===== src/rtl/amo_sequencer.sv =====
// amo_sequencer: RV32A atomic-memory-operation sequencer.
// Runs LR/SC and AMO read-modify-write operations against a single-port data
// memory. It keeps one LR reservation and stalls the pipeline while it works.
// Ports:
//   i_clk, i_rstn                 clock, asynchronous active-low reset
//   i_start, i_funct5             atomic issue strobe and operation select
//   i_addr, i_wdata               effective address (rs1) and rs2 operand
//   i_clear_resv                  trap/xRET, drops the reservation
//   i_snoop_we, i_snoop_addr      regular store commit, used for reservation snooping
//   o_mem_req/we/addr/wdata       data-memory request, held until i_mem_ack
//   i_mem_ack, i_mem_rdata        data-memory response
//   o_busy                        pipeline stall request
//   o_done, o_illegal, o_misaligned  completion pulse and exception pulses
//   o_rdata                       rd result, held until the next accepted start
module amo_sequencer #(
    parameter int unsigned XLEN = 32
) (
    input  logic            i_clk,
    input  logic            i_rstn,
    input  logic            i_start,
    input  logic [4:0]      i_funct5,
    input  logic [XLEN-1:0] i_addr,
    input  logic [XLEN-1:0] i_wdata,
    input  logic            i_clear_resv,
    input  logic            i_snoop_we,
    input  logic [XLEN-1:0] i_snoop_addr,
    output logic            o_mem_req,
    output logic            o_mem_we,
    output logic [XLEN-1:0] o_mem_addr,
    output logic [XLEN-1:0] o_mem_wdata,
    input  logic            i_mem_ack,
    input  logic [XLEN-1:0] i_mem_rdata,
    output logic            o_busy,
    output logic            o_done,
    output logic [XLEN-1:0] o_rdata,
    output logic            o_illegal,
    output logic            o_misaligned
);

    typedef enum logic [1:0] {IDLE, READ, WRITE, RESP} state_e;

    typedef enum logic [4:0] {
        OP_ADD  = 5'b00000, OP_SWAP = 5'b00001, OP_LR   = 5'b00010,
        OP_SC   = 5'b00011, OP_XOR  = 5'b00100, OP_OR   = 5'b01000,
        OP_AND  = 5'b01100, OP_MIN  = 5'b10000, OP_MAX  = 5'b10100,
        OP_MINU = 5'b11000, OP_MAXU = 5'b11100
    } op_e;

    state_e            state_q, state_d;
    op_e               op_q, op_d;
    logic [XLEN-3:0]   word_q, word_d;
    logic [XLEN-1:0]   wdata_q, wdata_d;
    logic              resv_valid_q, resv_valid_d;
    logic [XLEN-3:0]   resv_addr_q, resv_addr_d;
    logic              mem_req_q, mem_req_d;
    logic              mem_we_q, mem_we_d;
    logic [XLEN-1:0]   mem_addr_q, mem_addr_d;
    logic [XLEN-1:0]   mem_wdata_q, mem_wdata_d;
    logic              done_q, done_d;
    logic              illegal_q, illegal_d;
    logic              misaligned_q, misaligned_d;
    logic [XLEN-1:0]   rdata_q, rdata_d;

    logic              snoop_hit;
    logic              resv_kill;

    function automatic logic is_legal(input logic [4:0] f);
        case (f)
            OP_ADD, OP_SWAP, OP_LR, OP_SC, OP_XOR, OP_OR, OP_AND,
            OP_MIN, OP_MAX, OP_MINU, OP_MAXU: is_legal = 1'b1;
            default:                          is_legal = 1'b0;
        endcase
    endfunction

    function automatic logic [XLEN-1:0] amo_alu(input op_e op, input logic [XLEN-1:0] old,
                                                input logic [XLEN-1:0] opnd);
        case (op)
            OP_ADD:  amo_alu = old + opnd;
            OP_XOR:  amo_alu = old ^ opnd;
            OP_AND:  amo_alu = old & opnd;
            OP_OR:   amo_alu = old | opnd;
            OP_MIN:  amo_alu = ($signed(old) < $signed(opnd)) ? old : opnd;
            OP_MAX:  amo_alu = ($signed(old) > $signed(opnd)) ? old : opnd;
            OP_MINU: amo_alu = (old < opnd) ? old : opnd;
            OP_MAXU: amo_alu = (old > opnd) ? old : opnd;
            default: amo_alu = opnd;  // SWAP
        endcase
    endfunction

    // Snoop compares word addresses; the byte offset of the store is irrelevant.
    assign snoop_hit = i_snoop_we && ((i_snoop_addr >> 2) == XLEN'(resv_addr_q));
    // A kill in the same cycle as an SC start makes that SC fail.
    assign resv_kill = i_clear_resv || snoop_hit;

    always_comb begin
        state_d      = state_q;
        op_d         = op_q;
        word_d       = word_q;
        wdata_d      = wdata_q;
        resv_valid_d = resv_valid_q;
        resv_addr_d  = resv_addr_q;
        mem_req_d    = mem_req_q;
        mem_we_d     = mem_we_q;
        mem_addr_d   = mem_addr_q;
        mem_wdata_d  = mem_wdata_q;
        done_d       = 1'b0;
        illegal_d    = 1'b0;
        misaligned_d = 1'b0;
        rdata_d      = rdata_q;

        case (state_q)
            IDLE: begin
                if (i_start) begin
                    op_d       = op_e'(i_funct5);
                    word_d     = i_addr[XLEN-1:2];
                    wdata_d    = i_wdata;
                    mem_addr_d = {i_addr[XLEN-1:2], 2'b00};
                    if (!is_legal(i_funct5)) begin
                        state_d   = RESP;
                        done_d    = 1'b1;
                        illegal_d = 1'b1;
                    end else if (i_addr[1:0] != 2'b00) begin
                        state_d      = RESP;
                        done_d       = 1'b1;
                        misaligned_d = 1'b1;
                        if (i_funct5 == OP_SC) resv_valid_d = 1'b0;
                    end else if (i_funct5 == OP_SC) begin
                        if (resv_valid_q && !resv_kill && resv_addr_q == i_addr[XLEN-1:2]) begin
                            state_d     = WRITE;
                            mem_req_d   = 1'b1;
                            mem_we_d    = 1'b1;
                            mem_wdata_d = i_wdata;
                        end else begin
                            state_d      = RESP;
                            done_d       = 1'b1;
                            rdata_d      = {{(XLEN-1){1'b0}}, 1'b1};
                            resv_valid_d = 1'b0;
                        end
                    end else begin
                        state_d   = READ;
                        mem_req_d = 1'b1;
                        mem_we_d  = 1'b0;
                    end
                end
            end
            READ: begin
                if (i_mem_ack) begin
                    rdata_d = i_mem_rdata;
                    if (op_q == OP_LR) begin
                        state_d      = RESP;
                        done_d       = 1'b1;
                        mem_req_d    = 1'b0;
                        resv_valid_d = 1'b1;
                        resv_addr_d  = word_q;
                    end else begin
                        state_d     = WRITE;
                        mem_we_d    = 1'b1;
                        mem_wdata_d = amo_alu(op_q, i_mem_rdata, wdata_q);
                    end
                end
            end
            WRITE: begin
                if (i_mem_ack) begin
                    state_d   = RESP;
                    done_d    = 1'b1;
                    mem_req_d = 1'b0;
                    mem_we_d  = 1'b0;
                    if (op_q == OP_SC) begin
                        rdata_d      = '0;
                        resv_valid_d = 1'b0;
                    end else if (resv_addr_q == word_q) begin
                        resv_valid_d = 1'b0;
                    end
                end
            end
            default: begin  // RESP
                state_d = IDLE;
            end
        endcase

        // Trap/xRET and snooped stores win over an LR setting the reservation.
        if (resv_kill) resv_valid_d = 1'b0;
    end

    always_ff @(posedge i_clk or negedge i_rstn) begin
        if (!i_rstn) begin
            state_q      <= IDLE;
            op_q         <= OP_ADD;
            word_q       <= '0;
            wdata_q      <= '0;
            resv_valid_q <= 1'b0;
            resv_addr_q  <= '0;
            mem_req_q    <= 1'b0;
            mem_we_q     <= 1'b0;
            mem_addr_q   <= '0;
            mem_wdata_q  <= '0;
            done_q       <= 1'b0;
            illegal_q    <= 1'b0;
            misaligned_q <= 1'b0;
            rdata_q      <= '0;
        end else begin
            state_q      <= state_d;
            op_q         <= op_d;
            word_q       <= word_d;
            wdata_q      <= wdata_d;
            resv_valid_q <= resv_valid_d;
            resv_addr_q  <= resv_addr_d;
            mem_req_q    <= mem_req_d;
            mem_we_q     <= mem_we_d;
            mem_addr_q   <= mem_addr_d;
            mem_wdata_q  <= mem_wdata_d;
            done_q       <= done_d;
            illegal_q    <= illegal_d;
            misaligned_q <= misaligned_d;
            rdata_q      <= rdata_d;
        end
    end

    assign o_busy       = (state_q != IDLE);
    assign o_mem_req    = mem_req_q;
    assign o_mem_we     = mem_we_q;
    assign o_mem_addr   = mem_addr_q;
    assign o_mem_wdata  = mem_wdata_q;
    assign o_done       = done_q;
    assign o_illegal    = illegal_q;
    assign o_misaligned = misaligned_q;
    assign o_rdata      = rdata_q;

endmodule


===== config.mk =====
export PLATFORM = sky130hd
export DESIGN_NAME = amo_sequencer
export DESIGN_NICKNAME = d
export VERILOG_FILES = /design/src/rtl/amo_sequencer.sv
export SDC_FILE = /design/constraint.sdc
export NUM_CORES = 1
export LEC_CHECK = 0
export BUFFER_PORTS_ARGS = -buffer_cell sky130_fd_sc_hd__buf_2
export CAP_MARGIN = 20
export CORE_ASPECT_RATIO = 1.75
export CORE_MARGIN = 10
export CORE_UTILIZATION = 25
export CTS_BUF_LIST = sky130_fd_sc_hd__clkbuf_4
export DETAILED_ROUTE_END_ITERATION = 12
export MAX_ROUTING_LAYER = met4
export PLACE_DENSITY = 0.39
export SYNTH_ARGS = -nofsm -noshare
export SYNTH_HDL_FRONTEND = slang
export SYNTH_SLANG_ARGS = --single-unit

===== constraint.sdc =====
create_clock -name i_clk -period 4.2 [get_ports i_clk]
set_clock_uncertainty 0.2 [all_clocks]
set_input_delay 1.26 -clock i_clk [delete_from_list [all_inputs] [get_ports i_clk]]
set_output_delay 1.26 -clock i_clk [all_outputs]
set_load 0.02 [all_outputs]

==> impl_metrics.toml <==
[outcome]
outcome = "complete, no violations"

[finish]
num-fill-cells = 5409
area_delta_synth_final_pct = 33.2
drive_gt1_frac = 0.357
final_cell_mix = "235 x buf_2, 229 x buf_4, 169 x dfrtp_1, 122 x a21oi_1, 106 x nand2_1"
finalNonFillerCells = 2510
design_area_um2 = 16900
final_common_cell = "buf_2"
multi_input_area_um2 = 8020
final_nets = 2058
seqCellArea_um2 = 4230

[clocking]
post_cts_buffers = 0
cts_max_path_buffers = 2
htreeDepth = 4
clock_latency_ps = 660
cts_hold_buf = 0
cts_resized = 0
clock-sinks = 169
cts_tree = "done"
root_buffer = "clkbuf_4"
clk_pin_slew_ps = 180
cts_buffers = 17

[place]
portBuffers = 236
dp.cells = 2465
place_area_um2 = 16600
gp_congestion = 0.903
hpwl_um = 43600

[grt]
grt_usage = 0.188
antenna_found_initial = 13
grt_overflow = 0
grt_pass1_wl_um = 83700
grt_pass1_vias = 13290
grt_max_degree = 71

[critical_path]
reg2reg_from = "wdata_q[30]"
reg2reg_depth = 13
critPathCaptureType = "flip-flop"
worst-endpoint-arrival_ps = 4400
r2r_setup_slack_ps = 370
path_class = "primary input to flip-flop"
cp-start-kind = "primary input"
crit_fanout = 8
reg2reg_to = "o_mem_wdata[19]"
crit_required_ps = 4550

[synth]
synthFlopType = "dfrtp_1"
netlist_area_um2 = 12700
synthCells = 1403
synth_cell_type_count = 74
synth_seq_cells = 169
synth_seq_area_share = 0.333
synth_edf_count = 0
ys_warn_count = 0
async_flop_share = 1.00
synth_area_per_cell_um2 = 9.05

[routing]
detail_route.wl_per_cell_um = 22.4
initialDrtViolationCount = 583
drc_errors = 0
routed_wl_um = 56300
post_drt_via_cell_ratio = 4.95
vias = 12423
dr.pass1.iters = 5
final_antenna_net_count = 0

[die]
die_area_um2 = 60600
start_util = 0.252
fp.dieH_um = 318
die_x_um = 190
pin_count = 241
coreArea_um2 = 50500
fp-row-count = 109

[sta]
holdWs_ps = 292
fin_tns_setup_ps = 0
min_period_ps = 4050
min_period_over_period = 0.964
setup_viol = 0
slew-limit-headroom = 0.423
max_freq_mhz = 247
hold_viol = 0
rsz0062_at_grt = "no"
slew_viol_final = 0
worst_slew_pin_slew_ps = 865

[power]
irDropWorstVdd_mv = 0.294
power.leakage_nw = 7.95
powerDensity_nw_per_um2 = 703

[worst_hold_path]
min_path_cells = 2
min_from = "o_rdata[21]"
min_to = "o_rdata[21]"
hold_class = "flip-flop to flip-flop"

[run]
drv_cap = 0
-- registers in the layout, indices dropped and copies added (netlist names) --
register	count
o_rdata	32
o_misaligned	1
o_illegal	1
o_mem_req	1
o_done	1
wdata_q	32
o_mem_we	1
state_q	2
resv_addr_q	30
o_mem_wdata	32
op_q	5
word_q	30
resv_valid_q	1
-- critical path, stage by stage --
cell      delay (ps)
buf_2            140
inv_1             70
ha_1             370
nor4_4            80
nand4_1           80
buf_4            170
a21oi_1           80
or4_4            540
or4_4            540
o21a_1           140
buf_4            200
a221o_1          350
o311ai_1         280
nand3_1          100
-- Yosys cell counts (4+ instances only) --
library cell / instances / share of area
a211o_1: 6 / 0.0041
a211oi_1: 12 / 0.0071
a21o_1: 16 / 0.0095
a21oi_1: 122 / 0.048
a221oi_1: 28 / 0.019
a22oi_1: 17 / 0.010
a311oi_1: 11 / 0.0076
a31oi_1: 11 / 0.0054
and2_1: 4 / 0.0020
and3_1: 11 / 0.0054
buf_1: 8 / 0.0024
buf_2: 14 / 0.0055
clkbuf_1: 54 / 0.016
dfrtp_1: 169 / 0.33
ha_1: 100 / 0.099
inv_1: 88 / 0.026
mux2_2: 100 / 0.089
mux2i_1: 10 / 0.0079
nand2_1: 107 / 0.032
nand2b_1: 4 / 0.0020
nand3_1: 24 / 0.0095
nand4_1: 28 / 0.014
nor2_1: 86 / 0.025
nor2b_1: 5 / 0.0025
nor3_1: 19 / 0.0075
nor4_1: 22 / 0.011
o2111ai_1: 14 / 0.0097
o211ai_1: 16 / 0.0095
o21ai_0: 57 / 0.022
o21bai_1: 7 / 0.0041
o22ai_1: 4 / 0.0020
o2bb2ai_1: 4 / 0.0028
o31ai_1: 42 / 0.025
or2_2: 4 / 0.0020
or3_1: 9 / 0.0044
or4_1: 4 / 0.0024
xnor2_1: 68 / 0.047
xor2_1: 39 / 0.027
-- final cells by class --
cell class              count  share of cell area
clock inverters            14             0.00873
multi-input cells        1063               0.475
clock buffers              18             0.00799
diodes                     13             0.00192
flip-flops and latches    169               0.250
inverters                  90              0.0212
well taps                 666              0.0493
repair buffers            477               0.186
-- how the worst max path moves through the flow --
| stage | startpoint | endpoint | cells past startpoint |
|---|---|---|---|
| detailed placement | i_mem_rdata[31] | o_mem_wdata[19] | 14 |
| global placement | i_mem_rdata[31] | o_mem_wdata[19] | 14 |
| finish | i_mem_rdata[31] | o_mem_wdata[19] | 14 |
| floorplan | i_mem_rdata[27] | o_mem_wdata[19] | 14 |
| global route | i_mem_rdata[31] | o_mem_wdata[17] | 14 |
| CTS | i_mem_rdata[31] | o_mem_wdata[19] | 14 |
-- where the power goes --
group	switching, mW	internal [mW]
registers	0.727	2.26
logic	4.53	3.28
clock network	0.718	0.364
total	5.98	5.90
-- per-stage QoR --
step,setup WS [ps],power (mW),util
floorplan,-105,7.47,-
global placement,-620,10.9,0.329
detailed placement,-630,10.9,0.329
CTS,138,12.1,0.334
global route,32.1,12.8,0.335
finish,150,11.9,0.335
-- cell families after synthesis --
kind of cell,Yosys count,share of synthesized area
simple gates,337,0.126
other cells,1,0.000295
buf+inv,172,0.0539
fa+ha+maj,101,0.100
compound gates,406,0.216
xor+xnor,107,0.0738
mux,110,0.0966
flops,169,0.333
-- metal layers --
| metal | GRT usage | up-vias | routed length (µm) |
|---|---|---|---|
| li1 | - | 5967 | - |
| met1 | 0.194 | 6032 | 21600 |
| met2 | 0.339 | 348 | 29900 |
| met3 | 0.0410 | 76 | 2780 |
| met4 | 0.0751 | 0 | 1950 |
| met5 | - | - | 0 |
Power figures use the tool's default switching activity.
